$ cat config.mk
export PLATFORM = sky130hd
export DESIGN_NAME = game_level_fsm
export DESIGN_NICKNAME = d
export VERILOG_FILES = /design/src/rtl/game_level_fsm.sv
export SDC_FILE = /design/constraint.sdc
export NUM_CORES = 1
export LEC_CHECK = 0
export ABC_AREA = 1
export BUFFER_PORTS_ARGS = -buffer_cell sky130_fd_sc_hd__buf_2
export CAP_MARGIN = 0
export CELL_PAD_IN_SITES_DETAIL_PLACEMENT = 0
export CELL_PAD_IN_SITES_GLOBAL_PLACEMENT = 2
export CORE_MARGIN = 1.5
export CORE_UTILIZATION = 33
export CTS_BUF_LIST = sky130_fd_sc_hd__clkbuf_4 sky130_fd_sc_hd__clkbuf_8
export DETAILED_ROUTE_END_ITERATION = 6
export PLACE_DENSITY_LB_ADDON = 0.2
export SETUP_SLACK_MARGIN = 0.1
export SYNTH_ARGS = -nofsm -noshare
export SYNTH_HDL_FRONTEND = slang
export SYNTH_SLANG_ARGS = --single-unit
$ cat constraint.sdc
create_clock -name ClkPort -period 3.1 [get_ports ClkPort]
set_input_delay 0.31 -clock ClkPort [delete_from_list [all_inputs] [get_ports ClkPort]]
set_output_delay 0.31 -clock ClkPort [all_outputs]
set_load 0.02 [all_outputs]
$ cat src/rtl/game_level_fsm.sv
// Game-flow controller: sequences Intro -> L1 -> NL2 -> L2 -> NL3 -> L3 -> DoneL/DoneW and counts zombie kills.
// Latency: a pulse sampled on edge N changes the registered outputs right after edge N (1 cycle).
// Backpressure: none. The inputs are one-cycle pulses, and a pulse that has no effect in the current state is dropped.
//
// Ports:
//   ClkPort        system clock
//   RESET_N        asynchronous active-low reset; release takes effect on the next ClkPort edge
//   select_pulse   BtnC pulse: start / skip pause / return to intro
//   frame_tick     one pulse per VGA frame; paces the inter-level pause
//   kill_pulse     one pulse per zombie killed
//   breach_pulse   one pulse when a zombie reaches the house
//   state          one-hot game state (I=80 L1=40 NL2=20 L2=10 NL3=08 L3=04 DoneL=02 DoneW=01)
//   level          0 in I/DoneL/DoneW, 1 in L1, 2 in NL2/L2, 3 in NL3/L3
//   spawn_en       high only while a level is being played
//   level_kills    kills in the current level (saturating)
//   zombies_killed kills since leaving I (saturating)
//   pause_left     frame ticks left in NL2/NL3, otherwise 0
module game_level_fsm #(
  parameter int unsigned KILLS_L1     = 10,
  parameter int unsigned KILLS_L2     = 15,
  parameter int unsigned KILLS_L3     = 20,
  parameter int unsigned PAUSE_FRAMES = 120
) (
  input  logic        ClkPort,
  input  logic        RESET_N,
  input  logic        select_pulse,
  input  logic        frame_tick,
  input  logic        kill_pulse,
  input  logic        breach_pulse,
  output logic [7:0]  state,
  output logic [1:0]  level,
  output logic        spawn_en,
  output logic [15:0] level_kills,
  output logic [15:0] zombies_killed,
  output logic [7:0]  pause_left
);

  typedef enum logic [7:0] {
    S_I     = 8'h80,
    S_L1    = 8'h40,
    S_NL2   = 8'h20,
    S_L2    = 8'h10,
    S_NL3   = 8'h08,
    S_L3    = 8'h04,
    S_DONEL = 8'h02,
    S_DONEW = 8'h01
  } state_e;

  // The state register is a plain vector, so any corrupted value can be held in it
  // and then caught by the default branch below.
  logic [7:0]  state_q, state_d;
  logic [1:0]  level_q, level_d;
  logic        spawn_q, spawn_d;
  logic [15:0] lk_q, lk_d;
  logic [15:0] zk_q, zk_d;
  logic [7:0]  pl_q, pl_d;

  logic [15:0] lk_inc, zk_inc;
  logic [15:0] thresh;

  // Both counters saturate instead of wrapping.
  assign lk_inc = (lk_q == 16'hFFFF) ? lk_q : lk_q + 16'd1;
  assign zk_inc = (zk_q == 16'hFFFF) ? zk_q : zk_q + 16'd1;

  // Kill target for whichever level is being played.
  always_comb begin
    thresh = 16'(KILLS_L1);
    if (state_q == S_L2) thresh = 16'(KILLS_L2);
    if (state_q == S_L3) thresh = 16'(KILLS_L3);
  end

  always_comb begin
    state_d = state_q;
    lk_d    = lk_q;
    zk_d    = zk_q;
    pl_d    = pl_q;
    case (state_q)
      S_I: begin
        if (select_pulse) begin
          state_d = S_L1;
          lk_d    = 16'd0;
          zk_d    = 16'd0;
          pl_d    = 8'd0;
        end
      end
      S_L1, S_L2, S_L3: begin
        if (kill_pulse) begin
          lk_d = lk_inc;
          zk_d = zk_inc;
        end
        // A breach outranks a kill that reaches the target in the same cycle.
        // That kill is still added to the score.
        if (breach_pulse) begin
          state_d = S_DONEL;
        end else if (kill_pulse && (lk_inc == thresh)) begin
          if (state_q == S_L1) begin
            state_d = S_NL2;
            lk_d    = 16'd0;
            pl_d    = 8'(PAUSE_FRAMES);
          end else if (state_q == S_L2) begin
            state_d = S_NL3;
            lk_d    = 16'd0;
            pl_d    = 8'(PAUSE_FRAMES);
          end else begin
            state_d = S_DONEW;
          end
        end
      end
      S_NL2, S_NL3: begin
        // The check against 1 or 0 also handles PAUSE_FRAMES=0: the first tick exits.
        if (select_pulse || (frame_tick && (pl_q <= 8'd1))) begin
          state_d = (state_q == S_NL2) ? S_L2 : S_L3;
          pl_d    = 8'd0;
        end else if (frame_tick) begin
          pl_d = pl_q - 8'd1;
        end
      end
      S_DONEL, S_DONEW: begin
        // The score stays frozen on the end screen.
        if (select_pulse) state_d = S_I;
      end
      default: begin
        // Recover from a value that is not one-hot.
        state_d = S_I;
        pl_d    = 8'd0;
      end
    endcase
  end

  // level and spawn_en are decoded from the next state, so they change on the same edge as state.
  always_comb begin
    level_d = 2'd0;
    spawn_d = 1'b0;
    case (state_d)
      S_L1:         begin level_d = 2'd1; spawn_d = 1'b1; end
      S_NL2:        level_d = 2'd2;
      S_L2:         begin level_d = 2'd2; spawn_d = 1'b1; end
      S_NL3:        level_d = 2'd3;
      S_L3:         begin level_d = 2'd3; spawn_d = 1'b1; end
      default:      begin level_d = 2'd0; spawn_d = 1'b0; end
    endcase
  end

  always_ff @(posedge ClkPort or negedge RESET_N) begin
    if (!RESET_N) begin
      state_q <= S_I;
      level_q <= 2'd0;
      spawn_q <= 1'b0;
      lk_q    <= 16'd0;
      zk_q    <= 16'd0;
      pl_q    <= 8'd0;
    end else begin
      state_q <= state_d;
      level_q <= level_d;
      spawn_q <= spawn_d;
      lk_q    <= lk_d;
      zk_q    <= zk_d;
      pl_q    <= pl_d;
    end
  end

  assign state          = state_q;
  assign level          = level_q;
  assign spawn_en       = spawn_q;
  assign level_kills    = lk_q;
  assign zombies_killed = zk_q;
  assign pause_left     = pl_q;

endmodule

==> results of run 1 <==
==> worst max path at each step <==
stage	start	endpoint
6_report	level_kills[0]$_DFFE_PN0P_	pause_left[7]$_DFFE_PN0P_
5_1_grt	level_kills[0]$_DFFE_PN0P_	pause_left[7]$_DFFE_PN0P_
4_1_cts	level_kills[0]$_DFFE_PN0P_	level[0]$_DFF_PN0_
3_5_place_dp	level_kills[0]$_DFFE_PN0P_	pause_left[7]$_DFFE_PN0P_
3_3_place_gp	level_kills[0]$_DFFE_PN0P_	pause_left[7]$_DFFE_PN0P_
2_1_floorplan	level_kills[1]$_DFFE_PN0P_	pause_left[3]$_DFFE_PN0P_
==> sequential cells by signal (all words and copies together) (netlist names) <==
| name | count |
|---|---|
| spawn_en | 1 |
| level | 2 |
| pause_left | 8 |
| level_kills | 16 |
| state | 8 |
| zombies_killed | 16 |
==> per-layer routing <==
layer	part of all wire, %	global-route usage, %
met5	0	0
met4	0.94	4.793
met3	3.9	3.148
met1	48	26.69
met2	47	30.30
==> synth_stat cells, drive strengths merged (4+ instances only) <==
library cell | number | area (um2)
nor2 | 83 | 382.9
nand2 | 123 | 521.8
clkbuf | 4 | 16.26
nor3 | 14 | 70.07
nand4 | 15 | 100.1
inv | 79 | 296.5
buf | 5 | 38.78
xor2 | 8 | 70.07
nand3 | 50 | 277.8
a21oi | 13 | 68.82
o211ai | 4 | 30.03
dfrtp | 50 | 1251
o21ai | 47 | 250.2
ha | 4 | 50.05
o22ai | 12 | 75.07
==> critical path, stage by stage, from the launching register on <==
cell,delay (ns)
dfrtp_1,0.56
ha_1,0.33
nand3_2,0.18
o21ai_1,0.16
nand2_1,0.08
nor3_1,0.30
nand3_1,0.14
nor2_2,0.18
nand3_4,0.15
nand2_4,0.11
nand2_4,0.07
clkinv_4,0.13
nand2_1,0.07
nand2_1,0.06
nor2_1,0.04
==> timing repair <==
item / CTS / global route
endpoints found under the hold margin: 19 / 0
hold buffers: 1 / 0
setup endpoints to repair: 0 / 0
==> power groups by stage <==
stage	Clock [mW]	Sequential, mW	Combinational (mW)
floorplan	0	1.11	0.924
global placement	0	1.00	1.47
detailed placement	0	1.00	1.46
CTS	0.465	0.991	1.46
global route	0.489	1.02	1.63
finish	0.438	0.990	1.45
==> layout make-up <==
type | count | area, um2
fill | 1147 | 6633
multi-input combinational | 385 | 1987
sequential | 51 | 1277
timing repair buffer | 60 | 312.8
inverter | 81 | 309.0
tap | 140 | 175.2
clock buffer | 7 | 90.09
clock inverter | 1 | 8.758
==> cells by family after synthesis <==
logic type / count (synthesis) / synth area share [%]
fa+ha+maj: 4 / 1.379
simple gates: 291 / 38.38
xor+xnor: 9 / 2.173
buf+inv: 90 / 10.03
compound gates: 81 / 12.83
flops: 51 / 35.21
==> per-stage QoR <==
| stage | cell area [um2] | utilization [%] | hold WS, ns | std cells | power (mW) |
|---|---|---|---|---|---|
| floorplan | 3628 | - | 0.01441 | 526 | 2.033 |
| global placement | 4051 | 37.54 | 0.3129 | 716 | 2.467 |
| detailed placement | 4051 | 37.54 | 0.3218 | 716 | 2.461 |
| CTS | 4160 | 38.55 | 0.2264 | 725 | 2.919 |
| global route | 4160 | 38.55 | 0.2417 | 725 | 3.138 |
| finish | 4160 | 38.55 | 0.2496 | 725 | 2.878 |
==> impl_metrics.yaml, run 1 <==
global_route:
  grt_max_degree: 33
  grt_pass1_wl_mm: 17.34
  grt_usage_pct: 19.02
  overflow: 0
  antenna_found_initial: 0
  grt_pass1_vias: 3352
critical_path:
  crit_fanout: 12
  arrival_ns: 2.87
  reg2reg_to: "pause_left[7]$_DFFE_PN0P_"
  reg2reg_depth: 14
  cp-start-kind: "flop"
  ff2ff_setup_slack_ns: 0.45
  worstSetupPathType: "flop to flop"
  cp-end-kind: "flop"
  cp.required_ns: 3.32
  reg2reg_from: "level_kills[0]$_DFFE_PN0P_"
logic_synthesis:
  synth_area_per_cell_um2: 6.898
  syn_inst: 526
  synth_edf_count: 0
  syn-num-nets: 536
  seq_area_frac_synth_pct: 35.21
  synthArstFlopShare_pct: 100.0
  syn-cell-area_um2: 3628
  synth_cell_types: 45
  synth_flop_cell: "dfrtp_1"
  synth_seq_cells: 51
  ys.warnings.count: 0
floorplan:
  dieArea_um2: 11630
  initial_core_util_pct: 33.62
  die_h_um: 107.9
  fp.dieW_um: 107.9
  num_rows: 38
  core_area_um2: 10790
  ios: 57
power:
  clkPwrFrac_pct: 15.2
  swShare_pct: 49.67
  seqPwrFrac_pct: 34.4
  power_switching_mw: 1.429
  p_comb_share_pct: 50.4
  internal_power_mw: 1.448
  p_per_area_nw_per_um2: 691.8
  leakage_nw: 2.111
  peakVddDrop_mv: 0.3365
cts:
  cts.sinks: 51
  cts_tree: "yes"
  insertion_delay_ns: 0.31
  postCtsSetupRepairBufs: 0
  clockBufferDepth: 2
  ctsRootBufferMaster: "clkbuf_8"
  clk_pin_slew_worst_paths_ns: 0.10
  numCtsBuffers: 5
  ctsResizeCount: 0
  htree_levels: 2
route:
  drtIter0Drc: 218
  wl_per_cell_um: 14.46
  routed_wl_mm: 10.49
  ant_nets: 0
  vias_per_cell: 4.913
  drc: 0
  vias: 3562
  first_pass_iters: 4
worst_hold_path:
  min_to: "state[1]$_DFF_PN0_"
  holdCritStartpoint: "select_pulse"
  holdPathStages: 2
  worstHoldPathType: "input pin to flop"
place:
  dp.final_hpwl_mm: 7.970
  gp_congestion: 0.8866
  io_buffers: 56
  post-place-ws_ns: 0.4436
sta:
  min_period_ns: 2.653
  rsz0062_at_grt: "no"
  timing_hold_violations_final: 0
  post-route-period-util_pct: 85.59
  layout_setup_ws_ns: 0.4468
  maxSlewHeadroom_pct: 65.32
  tightest_slew_ns: 0.5197
  clock_skew_ns: 0.004922
  maxSlewViolCount: 0
  clock.fmax_mhz: 376.9
  setup_viol: 0
  final.setup.tns_ns: 0
layout:
  antenna_cells: 0
  final_net_count: 594
  drive_gt1_share_pct: 19.32
  final_cell_mix: "107 x nand2_1, 75 x inv_1, 70 x nor2_1, 56 x buf_2, 50 x dfrtp_1"
  final_common_cell: "nand2_1"
  area_delta_synth_final_pct: 14.66
status:
  status: "finished clean"
flow_run:
  cap_viol_max_count: 0
Note: power is estimated with default switching activity, not from simulation.
==> run 2: changes to the inputs <==
--- a/config.mk
+++ b/config.mk
@@ -6,14 +6,14 @@
 export NUM_CORES = 1
 export LEC_CHECK = 0
 export ABC_AREA = 1
-export BUFFER_PORTS_ARGS = -buffer_cell sky130_fd_sc_hd__buf_2
 export CAP_MARGIN = 0
 export CELL_PAD_IN_SITES_DETAIL_PLACEMENT = 0
 export CELL_PAD_IN_SITES_GLOBAL_PLACEMENT = 2
 export CORE_MARGIN = 1.5
-export CORE_UTILIZATION = 33
+export CORE_UTILIZATION = 35
 export CTS_BUF_LIST = sky130_fd_sc_hd__clkbuf_4 sky130_fd_sc_hd__clkbuf_8
 export DETAILED_ROUTE_END_ITERATION = 6
+export DONT_BUFFER_PORTS = 1
 export PLACE_DENSITY_LB_ADDON = 0.2
 export SETUP_SLACK_MARGIN = 0.1
 export SYNTH_ARGS = -nofsm -noshare
==> impl_metrics.yaml, run 2 (synthesis results as in run 1) <==
critical_path:
  worstSetupPathType: "flop to flop"
  arrival_ns: 2.79
  crit_fanout: 8
  cp-start-kind: "flop"
  cp.required_ns: 3.31
  cp-end-kind: "flop"
floorplan:
  fp.dieW_um: 104.8
  num_rows: 36
  initial_core_util_pct: 36.62
  dieArea_um2: 10990
  ios: 57
  core_area_um2: 9910
  die_h_um: 104.8
layout:
  drive_gt1_share_pct: 11.61
  stdcell_area_um2: 3944
  num-fill-cells: 1090
  area_delta_synth_final_pct: 8.690
  fin_cells: 667
  antenna_cells: 0
  final_common_cell: "nand2_1"
  final_net_count: 543
  final_cell_mix: "107 x nand2_1, 75 x inv_1, 70 x nor2_1, 50 x dfrtp_1, 46 x nand3_1"
cts:
  clockBufferDepth: 2
  clk_pin_slew_worst_paths_ns: 0.10
  cts.sinks: 51
  postCtsSetupRepairBufs: 0
  insertion_delay_ns: 0.31
  ctsResizeCount: 0
  cts_tree: "yes"
  numCtsBuffers: 5
  htree_levels: 2
  ctsRootBufferMaster: "clkbuf_8"
sta:
  timing_hold_violations_final: 0
  clock_skew_ns: 0.006701
  maxSlewHeadroom_pct: 63.97
  whs_ns: 0.1016
  setup_viol: 0
  layout_setup_ws_ns: 0.5204
  tightest_slew_ns: 0.5398
  min_period_ns: 2.580
  final.setup.tns_ns: 0
  post-route-period-util_pct: 83.21
  clock.fmax_mhz: 387.7
  maxSlewViolCount: 0
  rsz0062_at_grt: "no"
place:
  io_buffers: 0
  post-place-ws_ns: 0.5152
  placed_cell_area_um2: 3792
  dp.final_hpwl_mm: 7.890
  gp_congestion: 0.8439
  dp_cells: 657
global_route:
  grt_pass1_wl_mm: 17.57
  overflow: 0
  grt_pass1_vias: 3318
  grt_max_degree: 52
  antenna_found_initial: 0
  grt_usage_pct: 19.97
power:
  leakage_nw: 1.854
  p_per_area_nw_per_um2: 728.6
  peakVddDrop_mv: 0.3277
flow_run:
  cap_viol_max_count: 0
status:
  status: "finished clean"
route:
  ant_nets: 0
  vias_per_cell: 5.120
  drtIter0Drc: 219
  vias: 3415
  drc: 0
  routed_wl_mm: 10.60
  first_pass_iters: 4
  wl_per_cell_um: 15.89
worst_hold_path:
  worstHoldPathType: "input pin to flop"
[run 2: critical path, stage by stage, from the launching register on]
cell and delay, ns:
dfrtp_1 0.51, nor2_1 0.24, nand2_1 0.13, nor2_2 0.30, nor2_1 0.14, nand2_1 0.12
nor2_1 0.08, nor2_4 0.09, nand2_2 0.13, inv_2 0.14, nand4_1 0.12, nor2_1 0.17
nand3b_1 0.14, nor2_1 0.12, nor2_1 0.05
[run 2: power by group]
part / leakage [nW] / switching [mW] / internal (mW)
Combinational: 1.10 / 0.859 / 0.404
Sequential: 0.698 / 0.316 / 0.796
Clock: 0.0548 / 0.248 / 0.250
Total: 1.85 / 1.42 / 1.45
[run 2: final cells by class]
class / instances / area [um2] / area share (%)
clock inverter: 2 / 37.54 / 0.9518
clock buffer: 6 / 76.32 / 1.935
sequential: 51 / 1277 / 32.39
timing repair buffer: 9 / 90.09 / 2.284
inverter: 81 / 309.0 / 7.836
multi-input combinational: 385 / 1987 / 50.38
tap: 133 / 166.4 / 4.220
[run 2: timing repair]
item                                    in CTS  in global routing
hold endpoints to repair                    51                  0
endpoints found under the setup margin       0                  0
hold buffers                                 2                  0
[run 2: routing by layer]
layer  track usage (%)  up-vias  wire [um]
met3             4.679       11        506
li1                  -     1729          -
met2             32.40       77       4867
met4             3.620        0         98
met1             27.25     1598       5126
met5                 0        -          0
[run 2: stage by stage]
stage	utilization, %	power (mW)
final	39.80	2.873
after global routing	39.80	3.113
after CTS	39.80	2.900
after detailed placement	38.27	2.371
after global placement	38.27	2.366
after floorplan	-	2.033
[run 2: worst paths after layout]
kind / start / to / slack, ns / depth (start not counted)
setup / recovery: state[5]$_DFF_PN0_ / zombies_killed[12]$_DFFE_PN0P_ / 0.52 / 14
hold / removal: select_pulse / state[1]$_DFF_PN0_ / 0.10 / 1
setup reg to reg: state[5]$_DFF_PN0_ / zombies_killed[12]$_DFFE_PN0P_ / 0.52 / 14
hold reg to reg: state[0]$_DFF_PN0_ / state[0]$_DFF_PN0_ / 0.69 / 2
max in group asynchronous: RESET_N / state[7]$_DFF_PN1_ / 2.24 / 2
min in group asynchronous: RESET_N / level_kills[2]$_DFFE_PN0P_ / 0.58 / 2
==> run 3: changes to the inputs <==
--- a/config.mk
+++ b/config.mk
@@ -5,7 +5,7 @@
 export SDC_FILE = /design/constraint.sdc
 export NUM_CORES = 1
 export LEC_CHECK = 0
-export ABC_AREA = 1
+export ABC_AREA = 0
 export CAP_MARGIN = 0
 export CELL_PAD_IN_SITES_DETAIL_PLACEMENT = 0
 export CELL_PAD_IN_SITES_GLOBAL_PLACEMENT = 2
==> constraint.sdc (replaced) <==
create_clock -name ClkPort -period 2.2 [get_ports ClkPort]
set_input_delay 0.22 -clock ClkPort [delete_from_list [all_inputs] [get_ports ClkPort]]
set_output_delay 0.22 -clock ClkPort [all_outputs]
set_load 0.02 [all_outputs]
==> impl_metrics.yaml, run 3 <==
route:
  drtIter0Drc: 202
  vias_per_cell: 5.553
  drc: 0
  ant_nets: 0
  wl_per_cell_um: 17.31
  routed_wl_mm: 12.87
  first_pass_iters: 4
  vias: 4126
global_route:
  grt_max_degree: 52
  grt_usage_pct: 22.90
  overflow: 0
  grt_pass1_wl_mm: 18.97
  antenna_found_initial: 0
  grt_pass1_vias: 3790
cts:
  cts_tree: "yes"
  insertion_delay_ns: 0.32
  clk_pin_slew_worst_paths_ns: 0.11
  htree_levels: 2
  clockBufferDepth: 2
  numCtsBuffers: 5
  cts.sinks: 51
  ctsRootBufferMaster: "clkbuf_8"
sta:
  min_period_ns: 2.928
  tightest_slew_ns: 0.3824
  maxSlewHeadroom_pct: 74.39
  whs_ns: 0.03890
  final.setup.tns_ns: -18.30
  clock.fmax_mhz: 341.5
  setup_viol: 45
  post-route-period-util_pct: 133.1
  timing_hold_violations_final: 0
  clock_skew_ns: 0.009669
  layout_setup_ws_ns: -0.7280
  rsz0062_at_grt: "yes"
  maxSlewViolCount: 0
place:
  io_buffers: 0
  dp.final_hpwl_mm: 9.150
  placed_cell_area_um2: 4847
  gp_congestion: 0.8369
layout:
  register_area_um2: 1286
  antenna_cells: 0
  drive_gt1_share_pct: 51.48
  final_common_cell: "buf_4"
  num-fill-cells: 915
  multi_input_area_um2: 2653
  area_delta_synth_final_pct: 67.23
  final_net_count: 619
  stdcell_area_um2: 5907
  final_cell_mix: "166 x buf_4, 43 x dfrtp_1, 35 x nor2_1, 32 x nand2_1"
power:
  leakage_nw: 2.615
  clkPwrFrac_pct: 15.9
  peakVddDrop_mv: 0.4515
  p_per_area_nw_per_um2: 648.9
  seqPwrFrac_pct: 28.4
  swShare_pct: 39.38
  finalPower_mw: 3.833
  power_switching_mw: 1.510
  internal_power_mw: 2.324
  p_comb_share_pct: 55.7
logic_synthesis:
  synth_area_per_cell_um2: 8.157
  yosysMostFrequentCell: "dfrtp_1"
  syn_inst: 433
  synth_top_area_cell: "dfrtp_1"
  synth_flop_cell: "dfrtp_1"
  synth_edf_count: 0
  ys.warnings.count: 0
  synthArstFlopShare_pct: 100.0
  yosys-top-cells-count: "50 x dfrtp_1, 45 x nor2_1, 38 x nand2_1"
  synth_top_area_share_pct: 35.42
  synth_area_leaders: "dfrtp_1 35%, nor2_1 4.8%, o21ai_0 4.7%"
  synth_seq_cells: 51
  synth_cell_types: 62
  seq_area_frac_synth_pct: 36.17
  syn-cell-area_um2: 3532
  syn-num-nets: 443
critical_path:
  worstSetupPathType: "flop to flop"
  startpoint: "level_kills[10]$_DFFE_PN0P_"
  crit_fanout: 5
  cp-end-kind: "flop"
  reg2reg_from: "level_kills[10]$_DFFE_PN0P_"
  cp-start-kind: "flop"
  critPathCapture: "pause_left[7]$_DFFE_PN0P_"
  reg2reg_to: "pause_left[7]$_DFFE_PN0P_"
  cp.required_ns: 2.45
  reg2reg_depth: 10
  arrival_ns: 3.17
  ff2ff_setup_slack_ns: -0.73
status:
  violations: "negative setup slack"
  status: "complete, but fails checks"
floorplan:
  initial_core_util_pct: 36.14
  die_h_um: 103.5
  fp.dieW_um: 103.5
  core_area_um2: 9774
  ios: 57
  dieArea_um2: 10700
  num_rows: 36
worst_hold_path:
  worstHoldPathType: "input pin to flop"
flow_run:
  cap_viol_max_count: 0
-- run 3: routing by layer --
metal	routed length (um)	up-vias	GRT usage, %
li1	-	1972	-
met1	5729	2038	31.66
met2	6294	105	38.11
met3	694	11	4.099
met4	146	0	3.742
met5	0	-	0
-- run 3: cells by family (layout without fill, tap and decap cells) --
group,after synthesis,after routing,synth area share (%)
AOI/OAI and AO/OA,109,109,20.65
xor gates and xnor gates,20,20,4.959
adders and majority gates,4,4,1.417
buffers and inverters,40,217,4.534
DFF,51,51,36.17
muxes,2,2,0.6376
and+or+nand+nor,207,207,31.63
-- run 3: how the worst min path moves through the flow --
| stage | end | from | cells past startpoint | slack [ns] |
|---|---|---|---|---|
| after floorplan | level[0]$_DFF_PN0_ | RESET_N | 0 | -0.08 |
| after global placement | level_kills[6]$_DFFE_PN0P_ | RESET_N | 0 | -0.07 |
| after detailed placement | level_kills[6]$_DFFE_PN0P_ | RESET_N | 0 | -0.07 |
| after CTS | level_kills[5]$_DFFE_PN0P_ | kill_pulse | 2 | 0.03 |
| after global routing | level_kills[5]$_DFFE_PN0P_ | kill_pulse | 2 | 0.04 |
| final | level_kills[5]$_DFFE_PN0P_ | kill_pulse | 2 | 0.04 |
-- run 3: worst max-delay path, stage by stage, from the launching register on --
cell	delay [ns]
dfrtp_1	0.39
buf_4	0.12
and4_4	0.23
nand4_1	0.25
mux2_4	0.39
xnor2_2	0.15
nor4_4	0.35
buf_4	0.18
a31oi_4	0.10
or4_1	0.53
o21ai_1	0.15
-- run 3: cell type report --
class	count	share of cell area, %
clock buffer	6	1.398
multi-input combinational	342	44.91
tap	133	2.817
sequential	51	21.77
clock inverter	2	0.2754
inverter	13	0.8261
timing repair buffer	196	28.00
-- run 3: metrics by stage --
step                      std cells  utilization, %  worst slack (ns)
after floorplan                 433               -           -0.7123
after global placement          700           49.59           -0.7927
after detailed placement        700           49.59           -0.8780
after CTS                       717           53.99           -0.7426
after global routing            743           60.43           -0.8056
final                           743           60.43           -0.7280
-- run 3: power groups by stage --
stage | combinational (mW) | sequential, mW | clock, mW
2_1_floorplan | 0.717 | 1.23 | 0
3_3_place_gp | 1.48 | 1.10 | 0
3_5_place_dp | 1.50 | 1.10 | 0
4_1_cts | 1.74 | 1.09 | 0.627
5_1_grt | 2.28 | 1.10 | 0.653
6_report | 2.13 | 1.09 | 0.611
-- run 3: what timing repair did --
action | in CTS | in global routing
setup buffers | 7 | 25
cloned | 0 | 1
endpoints found under the setup margin | 48 | 48
pin swaps | 20 | 46
resized for setup | 59 | 101
hold buffers | 2 | 0
endpoints found under the hold margin | 51 | 0
